--- config.mk ---
export PLATFORM = sky130hd
export DESIGN_NAME = i2s_mic_rx
export DESIGN_NICKNAME = d
export VERILOG_FILES = /design/src/rtl/mic_rx_pkg.sv /design/src/rtl/mic_rx_fifo.sv /design/src/rtl/i2s_mic_rx.sv
export SDC_FILE = /design/constraint.sdc
export NUM_CORES = 1
export LEC_CHECK = 0
export CAP_MARGIN = 20
export CORE_MARGIN = 2
export CORE_UTILIZATION = 60
export CTS_BUF_LIST = sky130_fd_sc_hd__clkbuf_8
export CTS_CLUSTER_SIZE = 10
export DETAILED_ROUTE_END_ITERATION = 10
export PLACE_DENSITY = 0.79
export SLEW_MARGIN = 20
export SYNTH_ARGS = -nofsm -noshare
export SYNTH_HDL_FRONTEND = slang
export SYNTH_SLANG_ARGS = --single-unit
--- constraint.sdc ---
create_clock -name clk -period 8.6 [get_ports clk]
set_clock_uncertainty 0.2 [all_clocks]
set_input_delay 0.86 -clock clk [delete_from_list [all_inputs] [get_ports clk]]
set_output_delay 0.86 -clock clk [all_outputs]
set_load 0.01 [all_outputs]
--- src/rtl/mic_rx_pkg.sv ---
// Shared register map, bit positions and receiver state encoding for the I2S microphone receiver.
package mic_rx_pkg;

    localparam logic [1:0] ADDR_DATA    = 2'd0;
    localparam logic [1:0] ADDR_STATUS  = 2'd1;
    localparam logic [1:0] ADDR_CONTROL = 2'd2;

    localparam int unsigned ST_LEVEL_W   = 5;
    localparam int unsigned ST_OVERFLOW  = 8;
    localparam int unsigned ST_FRAME_ERR = 9;
    localparam int unsigned ST_EMPTY     = 10;
    localparam int unsigned ST_FULL      = 11;

    localparam int unsigned CTL_ENABLE = 0;
    localparam int unsigned CTL_FLUSH  = 1;
    localparam int unsigned CTL_IRQ_EN = 2;

    localparam int unsigned DATA_VALID    = 31;
    localparam int unsigned DATA_CHANNEL  = 30;
    localparam int unsigned DATA_SAMPLE_W = 30;

    typedef enum logic [1:0] {
        RX_IDLE  = 2'd0,
        RX_SHIFT = 2'd1,
        RX_DONE  = 2'd2
    } rx_state_e;

endpackage

--- src/rtl/mic_rx_fifo.sv ---
// Single-clock show-ahead FIFO with level output and one-cycle flush.
module mic_rx_fifo #(
    parameter int unsigned WIDTH = 25,
    parameter int unsigned DEPTH = 16
) (
    input  logic                       clk,
    input  logic                       reset,
    input  logic                       flush_i,
    input  logic                       push_i,
    input  logic [WIDTH-1:0]           push_data_i,
    input  logic                       pop_i,
    output logic [WIDTH-1:0]           head_o,
    output logic [$clog2(DEPTH):0]     level_o
);

    localparam int unsigned AW = $clog2(DEPTH);
    localparam int unsigned LW = AW + 1;

    logic [WIDTH-1:0] mem_q [DEPTH];
    logic [AW-1:0]    wr_ptr_q, rd_ptr_q;
    logic [LW-1:0]    level_q;
    logic             full, empty, do_push, do_pop;

    assign full    = (level_q == LW'(DEPTH));
    assign empty   = (level_q == '0);
    assign do_pop  = pop_i && !empty && !flush_i;
    // A pop in the same cycle frees the slot, so a full FIFO still accepts the push.
    assign do_push = push_i && !flush_i && (!full || do_pop);

    always_ff @(posedge clk) begin
        if (do_push) begin
            mem_q[wr_ptr_q] <= push_data_i;
        end
    end

    always_ff @(posedge clk or posedge reset) begin
        if (reset) begin
            wr_ptr_q <= '0;
            rd_ptr_q <= '0;
            level_q  <= '0;
        end else if (flush_i) begin
            wr_ptr_q <= '0;
            rd_ptr_q <= '0;
            level_q  <= '0;
        end else begin
            if (do_push) wr_ptr_q <= wr_ptr_q + AW'(1);
            if (do_pop)  rd_ptr_q <= rd_ptr_q + AW'(1);
            level_q <= level_q + LW'(do_push) - LW'(do_pop);
        end
    end

    assign head_o  = mem_q[rd_ptr_q];
    assign level_o = level_q;

endmodule

--- src/rtl/i2s_mic_rx.sv ---
// I2S microphone receiver: synchronises the I2S pins, deserialises words into a FIFO
// and exposes DATA/STATUS/CONTROL registers over Avalon-MM.
module i2s_mic_rx #(
    parameter int unsigned DATA_W     = 24,
    parameter int unsigned FIFO_DEPTH = 16
) (
    input  logic        clk,
    input  logic        reset,
    input  logic        mic_bclk,
    input  logic        mic_lrclk,
    input  logic        mic_sd,
    input  logic [1:0]  avs_address,
    input  logic        avs_read,
    input  logic        avs_write,
    input  logic [31:0] avs_writedata,
    output logic [31:0] avs_readdata,
    output logic        avs_readdatavalid,
    output logic        irq
);
    import mic_rx_pkg::*;

    localparam int unsigned CNT_W = $clog2(DATA_W + 1);
    localparam int unsigned LVL_W = $clog2(FIFO_DEPTH) + 1;

    logic [1:0]        bclk_sync_q, lr_sync_q, sd_sync_q;
    logic              bclk_prev_q, lr_prev_q;
    logic              tick, ws_edge, lr_s, sd_s;

    rx_state_e         state_q, state_d;
    logic [CNT_W-1:0]  cnt_q, cnt_d;
    logic [DATA_W-2:0] shift_q, shift_d;
    logic              chan_q, chan_d;
    logic [DATA_W-1:0] shifted;
    logic              push_c, frame_err_set_c;

    logic              enable_q, irq_en_q, overflow_q, frame_err_q, irq_q;
    logic [31:0]       readdata_q;
    logic              readdatavalid_q;

    logic [DATA_W:0]   fifo_head;
    logic [LVL_W-1:0]  fifo_level;
    logic              fifo_empty, fifo_full, pop_c, ctl_wr_c, flush_c, ovf_set_c;
    logic [31:0]       rd_mux_c;
    logic              unused_wdata;

    // Pin synchronisers; the WS history only advances on bclk rising edges.
    always_ff @(posedge clk or posedge reset) begin
        if (reset) begin
            bclk_sync_q <= '0;
            lr_sync_q   <= '0;
            sd_sync_q   <= '0;
            bclk_prev_q <= 1'b0;
            lr_prev_q   <= 1'b0;
        end else begin
            bclk_sync_q <= {bclk_sync_q[0], mic_bclk};
            lr_sync_q   <= {lr_sync_q[0], mic_lrclk};
            sd_sync_q   <= {sd_sync_q[0], mic_sd};
            bclk_prev_q <= bclk_sync_q[1];
            if (tick) lr_prev_q <= lr_sync_q[1];
        end
    end

    assign lr_s    = lr_sync_q[1];
    assign sd_s    = sd_sync_q[1];
    assign tick    = bclk_sync_q[1] && !bclk_prev_q;
    assign ws_edge = tick && (lr_s != lr_prev_q);
    assign shifted = {shift_q, sd_s};

    always_ff @(posedge clk or posedge reset) begin
        if (reset) begin
            state_q <= RX_IDLE;
            cnt_q   <= '0;
            shift_q <= '0;
            chan_q  <= 1'b0;
        end else begin
            state_q <= state_d;
            cnt_q   <= cnt_d;
            shift_q <= shift_d;
            chan_q  <= chan_d;
        end
    end

    // The WS-edge tick is not shifted, giving the I2S one-bit delay.
    always_comb begin
        state_d         = state_q;
        cnt_d           = cnt_q;
        shift_d         = shift_q;
        chan_d          = chan_q;
        push_c          = 1'b0;
        frame_err_set_c = 1'b0;
        if (!enable_q) begin
            state_d = RX_IDLE;
        end else if (ws_edge) begin
            frame_err_set_c = (state_q == RX_SHIFT);
            cnt_d           = '0;
            chan_d          = lr_s;
            state_d         = RX_SHIFT;
        end else if (tick && state_q == RX_SHIFT) begin
            shift_d = shifted[DATA_W-2:0];
            cnt_d   = cnt_q + CNT_W'(1);
            if (cnt_q == CNT_W'(DATA_W - 1)) begin
                push_c  = 1'b1;
                state_d = RX_DONE;
            end
        end
    end

    assign fifo_empty = (fifo_level == '0);
    assign fifo_full  = (fifo_level == LVL_W'(FIFO_DEPTH));
    assign pop_c      = avs_read && (avs_address == ADDR_DATA) && !fifo_empty;
    assign ctl_wr_c   = avs_write && (avs_address == ADDR_CONTROL);
    assign flush_c    = ctl_wr_c && avs_writedata[CTL_FLUSH];
    assign ovf_set_c  = push_c && fifo_full && !pop_c && !flush_c;
    assign unused_wdata = ^avs_writedata[31:3];

    mic_rx_fifo #(
        .WIDTH (DATA_W + 1),
        .DEPTH (FIFO_DEPTH)
    ) u_fifo (
        .clk         (clk),
        .reset       (reset),
        .flush_i     (flush_c),
        .push_i      (push_c),
        .push_data_i ({chan_q, shifted}),
        .pop_i       (pop_c),
        .head_o      (fifo_head),
        .level_o     (fifo_level)
    );

    always_comb begin
        rd_mux_c = '0;
        case (avs_address)
            ADDR_DATA: begin
                if (!fifo_empty) begin
                    rd_mux_c[DATA_VALID]          = 1'b1;
                    rd_mux_c[DATA_CHANNEL]        = fifo_head[DATA_W];
                    rd_mux_c[DATA_SAMPLE_W-1:0]   = DATA_SAMPLE_W'($signed(fifo_head[DATA_W-1:0]));
                end
            end
            ADDR_STATUS: begin
                rd_mux_c[ST_LEVEL_W-1:0] = ST_LEVEL_W'(fifo_level);
                rd_mux_c[ST_OVERFLOW]    = overflow_q;
                rd_mux_c[ST_FRAME_ERR]   = frame_err_q;
                rd_mux_c[ST_EMPTY]       = fifo_empty;
                rd_mux_c[ST_FULL]        = fifo_full;
            end
            ADDR_CONTROL: begin
                rd_mux_c[CTL_ENABLE] = enable_q;
                rd_mux_c[CTL_IRQ_EN] = irq_en_q;
            end
            default: rd_mux_c = '0;
        endcase
    end

    // Control, sticky flags and the registered read port.
    always_ff @(posedge clk or posedge reset) begin
        if (reset) begin
            enable_q        <= 1'b0;
            irq_en_q        <= 1'b0;
            overflow_q      <= 1'b0;
            frame_err_q     <= 1'b0;
            irq_q           <= 1'b0;
            readdata_q      <= '0;
            readdatavalid_q <= 1'b0;
        end else begin
            if (ctl_wr_c) begin
                enable_q <= avs_writedata[CTL_ENABLE];
                irq_en_q <= avs_writedata[CTL_IRQ_EN];
            end
            if (flush_c) begin
                overflow_q  <= 1'b0;
                frame_err_q <= 1'b0;
            end else begin
                overflow_q  <= overflow_q || ovf_set_c;
                frame_err_q <= frame_err_q || frame_err_set_c;
            end
            irq_q           <= irq_en_q && !fifo_empty;
            readdatavalid_q <= avs_read;
            if (avs_read) readdata_q <= rd_mux_c;
        end
    end

    assign avs_readdata      = readdata_q;
    assign avs_readdatavalid = readdatavalid_q;
    assign irq               = irq_q;

endmodule

==> summary.md, run 1 <==
| Metric | Value |
|---|---|
| Max Cap Viol | `0` |
| Synth Instances | `871` |
| First-pass GRT wire length | `57.7 mm` |
| # IOs | `75` |
| Simple-gate share of the synthesized area | `0.0253` |
| Max clock buf depth | `3` |
| DP Worst Slack | `4100 ps` |
| Hpwl dp | `20.6 mm` |
| # DRC | `0` |
| Leakage | `7.23 nW` |
| Sequential share of the synthesized area | `0.753` |
| Synth Area in Adders | `0.00907` |
| CTS H-tree lvls | `3` |
| GRT met1 Usage | `0.329` |
| CP required | `8830 ps` |
| CP Launch Type | `input pin` |
| Share of layout cells above drive strength 1 | `0.297` |
| Vias in the first global route | `9,445` |
| Final instance area | `21,200 um^2` |
| Fin cells | `1,435` |
| Syn_nets | `925` |
| Port Buffer Count | `45` |
| Routed Antenna Nets | `0` |
| Largest net degree at the start of global routing | `53` |
| Cell Area, Synth | `18,800 um^2` |
| Max_slew headroom | `0.442` |
| Worst reg2reg setup slack | `4800 ps` |
| EDFF count, synth | `400` |
| Met3 Use GR | `0.0466` |
| Setup Buffers After CTS | `0` |
| Crit end category | `flop` |
| Setup TNS | `0 ps` |
| Number of diodes | `0` |
| Initial cell density of the core | `0.611` |
| Core Box Area | `30,700 um^2` |
| CTS root buf | `clkbuf_8` |
| Die Area | `32,700 um^2` |
| Power, Total | `5.07 mW` |
| Critical path class | `input pin to flop` |
| Final WS setup | `4680 ps` |
| Routed len/inst | `26.4 um` |
| Pwr Density | `239 nW/um^2` |
| # hold bufs at CTS | `0` |
| FILL cells | `1,805` |
| TritonCTS clock tree | `built` |
| GR peak layer | `met2` |
| Mapped Avg Cell Area | `21.5 um^2` |
| Fraction of synthesized area in multiplexers | `0.169` |
| Synth cell types | `51` |
| Final setup viols | `0` |
| Initial antenna violation count | `0` |
| CTS Buf Count | `76` |
| Actual slew at the worst max-slew pin | `838 ps` |
| Area Overhead vs Synth | `12.9%` |
| Yosys warnings | `0` |
| Tmin final | `3920 ps` |
| Post-Synth XOR/XNOR Area | `0.00280` |
| FMAX | `255 MHz` |
| TritonRoute pass-1 iters | `5` |
| Status | `completed` |
| Final number of max-transition violations | `0` |
| Height of the die | `181 um` |
| Via/cell ratio | `6.29` |
| Worst EP arrival | `4150 ps` |
| First DRT Iteration DRCs | `980` |
| WL final | `37.9 mm` |
| Prevailing post-synth register cell | `edfxtp_1` |
| Highest net fanout along the worst path | `30` |
| Worst-skew pair later-pin latency | `610 ps` |
| Hold Vio Cnt, Final | `0` |
| Final net count | `1,030` |
| GPL Wtd Cong | `0.779` |
| Compound-gate portion of the synthesized area | `0.0219` |
| Largest family of logic cells by synthesized area | `multiplexers` |
| Clk pin slew, worst setup/hold paths | `50 ps` |
| Worst vdd ir | `0.000136 V` |
| Total Routing Usage GR | `0.240` |
| Placed insts | `1,294` |
| CTS sink cnt | `484` |
| Met2 usage | `0.402` |
| Total number of vias | `9,020` |
| RSZ-0062 raised after global routing | `false` |
| Final period util | `0.455` |
| Die W | `181 um` |
| Layout Utilization | `0.690` |
| Grt total ovfl | `0` |
| FFs w/ async S/R, synth | `0.174` |
| Post-cts resize count | `0` |
| Synth Register Bits | `484` |
| Hold slack | `148 ps` |
| Hold WC Path Type | `flop to flop` |
| Placed Area | `19,800 um^2` |
| Rows | `64` |
## sequential cells by signal, summed over array words and instances, names as in the netlist, 4 cells and up
register and count:
u_fifo.mem_q 400, avs_readdata 26, shift_q 23, cnt_q 5
u_fifo.level_o 5, u_fifo.rd_ptr_q 4, u_fifo.wr_ptr_q 4
## logic make-up after synthesis
group                      after synthesis
xor gates and xnor gates                 6
buffers and inverters                   69
and+or+nand+nor                         86
muxes                                  159
adders and majority gates               13
AOI/OAI and AO/OA                       54
DFF                                    484
## power by group
group	internal, mW	switching, mW	total [mW]
Sequential	2.58	0.131	2.71
Clock	0.910	0.853	1.76
Combinational	0.315	0.281	0.597
## layout by cell type, fill, tap and decap left out, types with 2 or more instances in the layout
| cell | n |
|---|---|
| a21o_1 | 5 |
| nor2b_1 | 8 |
| edfxtp_1 | 400 |
| a22o_1 | 19 |
| nor3_1 | 3 |
| mux2i_1 | 7 |
| nor3b_1 | 2 |
| nand4_1 | 3 |
| clkinv_2 | 9 |
| nor3_2 | 8 |
| ha_1 | 12 |
| and3_1 | 3 |
| mux4_2 | 124 |
| o21ai_0 | 2 |
| clkbuf_8 | 85 |
| nor4_2 | 8 |
| xnor2_1 | 3 |
| mux2_2 | 28 |
| dfrtp_1 | 80 |
| dfrtp_4 | 2 |
| buf_4 | 30 |
| nand3_1 | 8 |
| inv_6 | 2 |
| nor4_1 | 2 |
| o31ai_1 | 2 |
| a221oi_1 | 2 |
| clkinv_1 | 15 |
| clkdlybuf4s50_1 | 45 |
| inv_1 | 47 |
| a221o_1 | 4 |
| nand2_1 | 13 |
| clkinvlp_4 | 3 |
| dfrtp_2 | 2 |
| o21ai_1 | 4 |
| or2_2 | 2 |
| a21oi_1 | 10 |
| nor2_1 | 14 |
| xor2_1 | 3 |
## layer usage
metal  wire length, um  vias to the layer above
li1                  -                     3822
met1             15000                     4797
met2             19900                      352
met3              2420                       49
met4               614                        0
met5                 0                        -
## synth_stat cells, types with 4 or more instances
cell / n / share of area
nand2_1: 13 / 0.0026
ha_1: 12 / 0.0080
nor4_1: 10 / 0.0033
a221o_1: 4 / 0.0021
nor3_1: 11 / 0.0029
nor2b_1: 8 / 0.0027
clkbuf_1: 19 / 0.0038
mux2_2: 28 / 0.017
buf_1: 6 / 0.0012
mux4_2: 124 / 0.15
nand3_1: 8 / 0.0021
a21o_1: 5 / 0.0020
nor2_1: 15 / 0.0030
a22o_1: 19 / 0.0089
buf_6: 8 / 0.0048
o21ai_1: 4 / 0.0011
edfxtp_1: 400 / 0.64
inv_1: 20 / 0.0040
dfrtp_1: 84 / 0.11
buf_2: 8 / 0.0021
a21oi_1: 10 / 0.0027
buf_4: 7 / 0.0028
mux2i_1: 7 / 0.0037
## path summary, 6_finish.rpt
path / depth (start not counted) / startpoint / to
worst max-delay path: 13 / avs_read / u_fifo.level_o[4]
worst min-delay path: 0 / lr_sync_q[0] / lr_sync_q[1]
worst max register to register: 12 / cnt_q[0] / u_fifo.level_o[4]
worst min register to register: 0 / lr_sync_q[0] / lr_sync_q[1]
max in group asynchronous: 3 / reset / shift_q[0]
min in group asynchronous: 2 / reset / avs_readdata[9]
## worst max-delay path, stage by stage
cell	delay [ps]
clkdlybuf4s50_1	740
or3b_2	520
nor2_2	100
buf_4	410
ha_1	320
inv_1	60
ha_1	160
inv_1	60
fa_1	410
nor2b_1	170
o21bai_1	100
a21oi_1	160
nor3b_1	60
## layout make-up
class	count	area (um^2)	share of cell area
clock inverters	56	243	0.0115
clock buffers	85	1170	0.0553
well taps	396	495	0.0234
repair buffers	75	676	0.0319
multi-input cells	318	4380	0.207
inverters	21	81.3	0.00384
flip-flops and latches	484	14100	0.667
No activity file was read; power rests on OpenSTA's default activity.
==> run 2: changes to the inputs <==
==> constraint.sdc (replaced) <==
create_clock -name clk -period 4.1 [get_ports clk]
set_clock_uncertainty 0.2 [all_clocks]
set_input_delay 0.41 -clock clk [delete_from_list [all_inputs] [get_ports clk]]
set_output_delay 0.41 -clock clk [all_outputs]
set_load 0.01 [all_outputs]
==> run 2 against run 1 <==
  * Design area is 0.87% higher
  * Clock power increased by 120%
  * Sequential share of layout area down 0.57 points
  * Combinational power is 120% higher
  * Critical path type is now flop to flop
  * Critical endpoint is now u_fifo.mem_q[12][17]
==> summary.md, run 2 (same netlist as run 1, synthesis figures left out) <==
| Metric | Value |
|---|---|
| First DRT Iteration DRCs | `925` |
| Crit-path leading delay family | `simple AND/OR/NAND/NOR gates` |
| Hold WC Path Type | `input pin to flop` |
| WL final | `37.9 mm` |
| CTS sink cnt | `484` |
| CTS root buf | `clkbuf_8` |
| Initial cell density of the core | `0.611` |
| Leakage | `7.34 nW` |
| Max_slew headroom | `0.373` |
| Total Routing Usage GR | `0.239` |
| Worst Hold Depth | `1` |
| DP Worst Slack | `741 ps` |
| Clk pin slew, worst setup/hold paths | `60 ps` |
| Largest net degree at the start of global routing | `73` |
| Slowest CP cell | `a2111oi_2` |
| Routed len/inst | `26.1 um` |
| Hold Vio Cnt, Final | `0` |
| Worst-skew pair later-pin latency | `600 ps` |
| Port Buffer Count | `45` |
| Max FFs per register | `400` |
| Number of cells on the critical path | `6` |
| FMAX | `290 MHz` |
| Area Overhead vs Synth | `13.8%` |
| FILL cells | `1,816` |
| First-pass GRT wire length | `57.8 mm` |
| Routed Antenna Nets | `0` |
| Final period util | `0.842` |
| TritonCTS clock tree | `built` |
| Status | `completed` |
| Max clock buf depth | `3` |
| RSZ-0062 raised after global routing | `false` |
| Final net count | `1,043` |
| Multi-input logic area | `4380 um^2` |
| Actual slew at the worst max-slew pin | `940 ps` |
| Initial antenna violation count | `0` |
| Tmin final | `3450 ps` |
| Total number of vias | `9,112` |
| Register area | `14,100 um^2` |
| CP Launch Type | `flop` |
| Max Cap Viol | `0` |
| # IOs | `75` |
| Pwr Density | `506 nW/um^2` |
| Highest net fanout along the worst path | `25` |
| # hold bufs at CTS | `0` |
| CTS Buf Count | `77` |
| Via/cell ratio | `6.29` |
| Most flops, register | `u_fifo.mem_q` |
| TritonRoute pass-1 iters | `5` |
| Final setup viols | `0` |
| Final WS setup | `648 ps` |
| Power, Total | `10.8 mW` |
| Height of the die | `181 um` |
| Number of diodes | `0` |
| Share of layout cells above drive strength 1 | `0.306` |
| Post-cts resize count | `0` |
| Vias in the first global route | `9,554` |
| Final number of max-transition violations | `0` |
| Rows | `64` |
| Die Area | `32,700 um^2` |
| Worst Reg-to-Reg Cells | `6` |
| Hpwl dp | `21.0 mm` |
| Worst vdd ir | `0.000330 V` |
| Worst EP arrival | `3480 ps` |
| Crit end category | `flop` |
| Most common cell after layout, fill and taps aside | `edfxtp_1` |
| # DRC | `0` |
| GPL Wtd Cong | `0.777` |
| CP required | `4130 ps` |
| Most frequent cells in the layout | `400 x edfxtp_1, 124 x mux4_2, 89 x clkbuf_8` |
| Core Box Area | `30,700 um^2` |
| Die W | `181 um` |
| CP bufs+invs | `1` |
| Critical-path cell list | `ha_1 -> nand4b_1 -> a2111oi_2 -> nand4_1 -> nor3_2 -> buf_4` |
| Setup TNS | `0 ps` |
| Setup Buffers After CTS | `0` |
| CTS H-tree lvls | `3` |
| Grt total ovfl | `0` |
| CP peak stage delay | `690 ps` |
| Critical path class | `flop to flop` |
## run 2: changes by cell type in the layout (fill, tap and decap cells not counted), sizes merged
cell         previous run  this run
dlygate4sd3             0         1
clkinv                 24        19
clkbuf                 85        89
clkinvlp                3         2
inv                    50        53
buf                    30        41
## run 2: worst reg2reg max path, delay by kind of cell (launching register included)
family	cells	cell delay, ps
fa+ha+maj	1	230
compound gates	1	690
flops	1	380
simple gates	3	1100
buf+inv	1	470
## run 2: final cells by class
type                    count  share of cell area
well taps                 396              0.0232
inverters                  21             0.00381
flip-flops and latches    484               0.662
multi-input cells         318               0.205
clock inverters            53              0.0115
clock buffers              89              0.0574
repair buffers             87              0.0375
## run 2: path summary, 6_finish.rpt
| path | from | to | slack [ps] |
|---|---|---|---|
| min in group asynchronous | reset | avs_readdata[12] | 480 |
| max in group asynchronous | reset | shift_q[4] | 2370 |
| worst max register to register | cnt_q[0] | u_fifo.mem_q[12][17] | 650 |
| worst max-delay path | cnt_q[0] | u_fifo.mem_q[12][17] | 650 |
| worst min register to register | bclk_sync_q[0] | bclk_sync_q[1] | 150 |
| worst min-delay path | mic_sd | sd_sync_q[0] | 60 |
## run 2: metal layers
metal,vias to the layer above,wire length (um),global-route usage,share of wire
met4,0,683,0.0700,0.018
met2,404,18900,0.385,0.50
met3,56,2790,0.0474,0.074
met1,4817,15500,0.340,0.41
li1,3835,-,-,-
met5,-,0,0,0
## run 2: report_power, final
| group | total [mW] | switching [mW] | internal [mW] |
|---|---|---|---|
| Clock | 3.81 | 1.81 | 2.00 |
| Combinational | 1.30 | 0.597 | 0.704 |
| Sequential | 5.68 | 0.282 | 5.40 |
## run 2: metrics by stage
stage | hold slack [ps] | cells | cell area (um^2) | util
floorplan | 131 | 871 | 18800 | -
global placement | 135 | 1304 | 19800 | 0.647
detailed placement | 137 | 1304 | 19800 | 0.647
CTS | 20.3 | 1446 | 21300 | 0.695
global route | 44.5 | 1448 | 21400 | 0.696
finish | 61.9 | 1448 | 21400 | 0.696
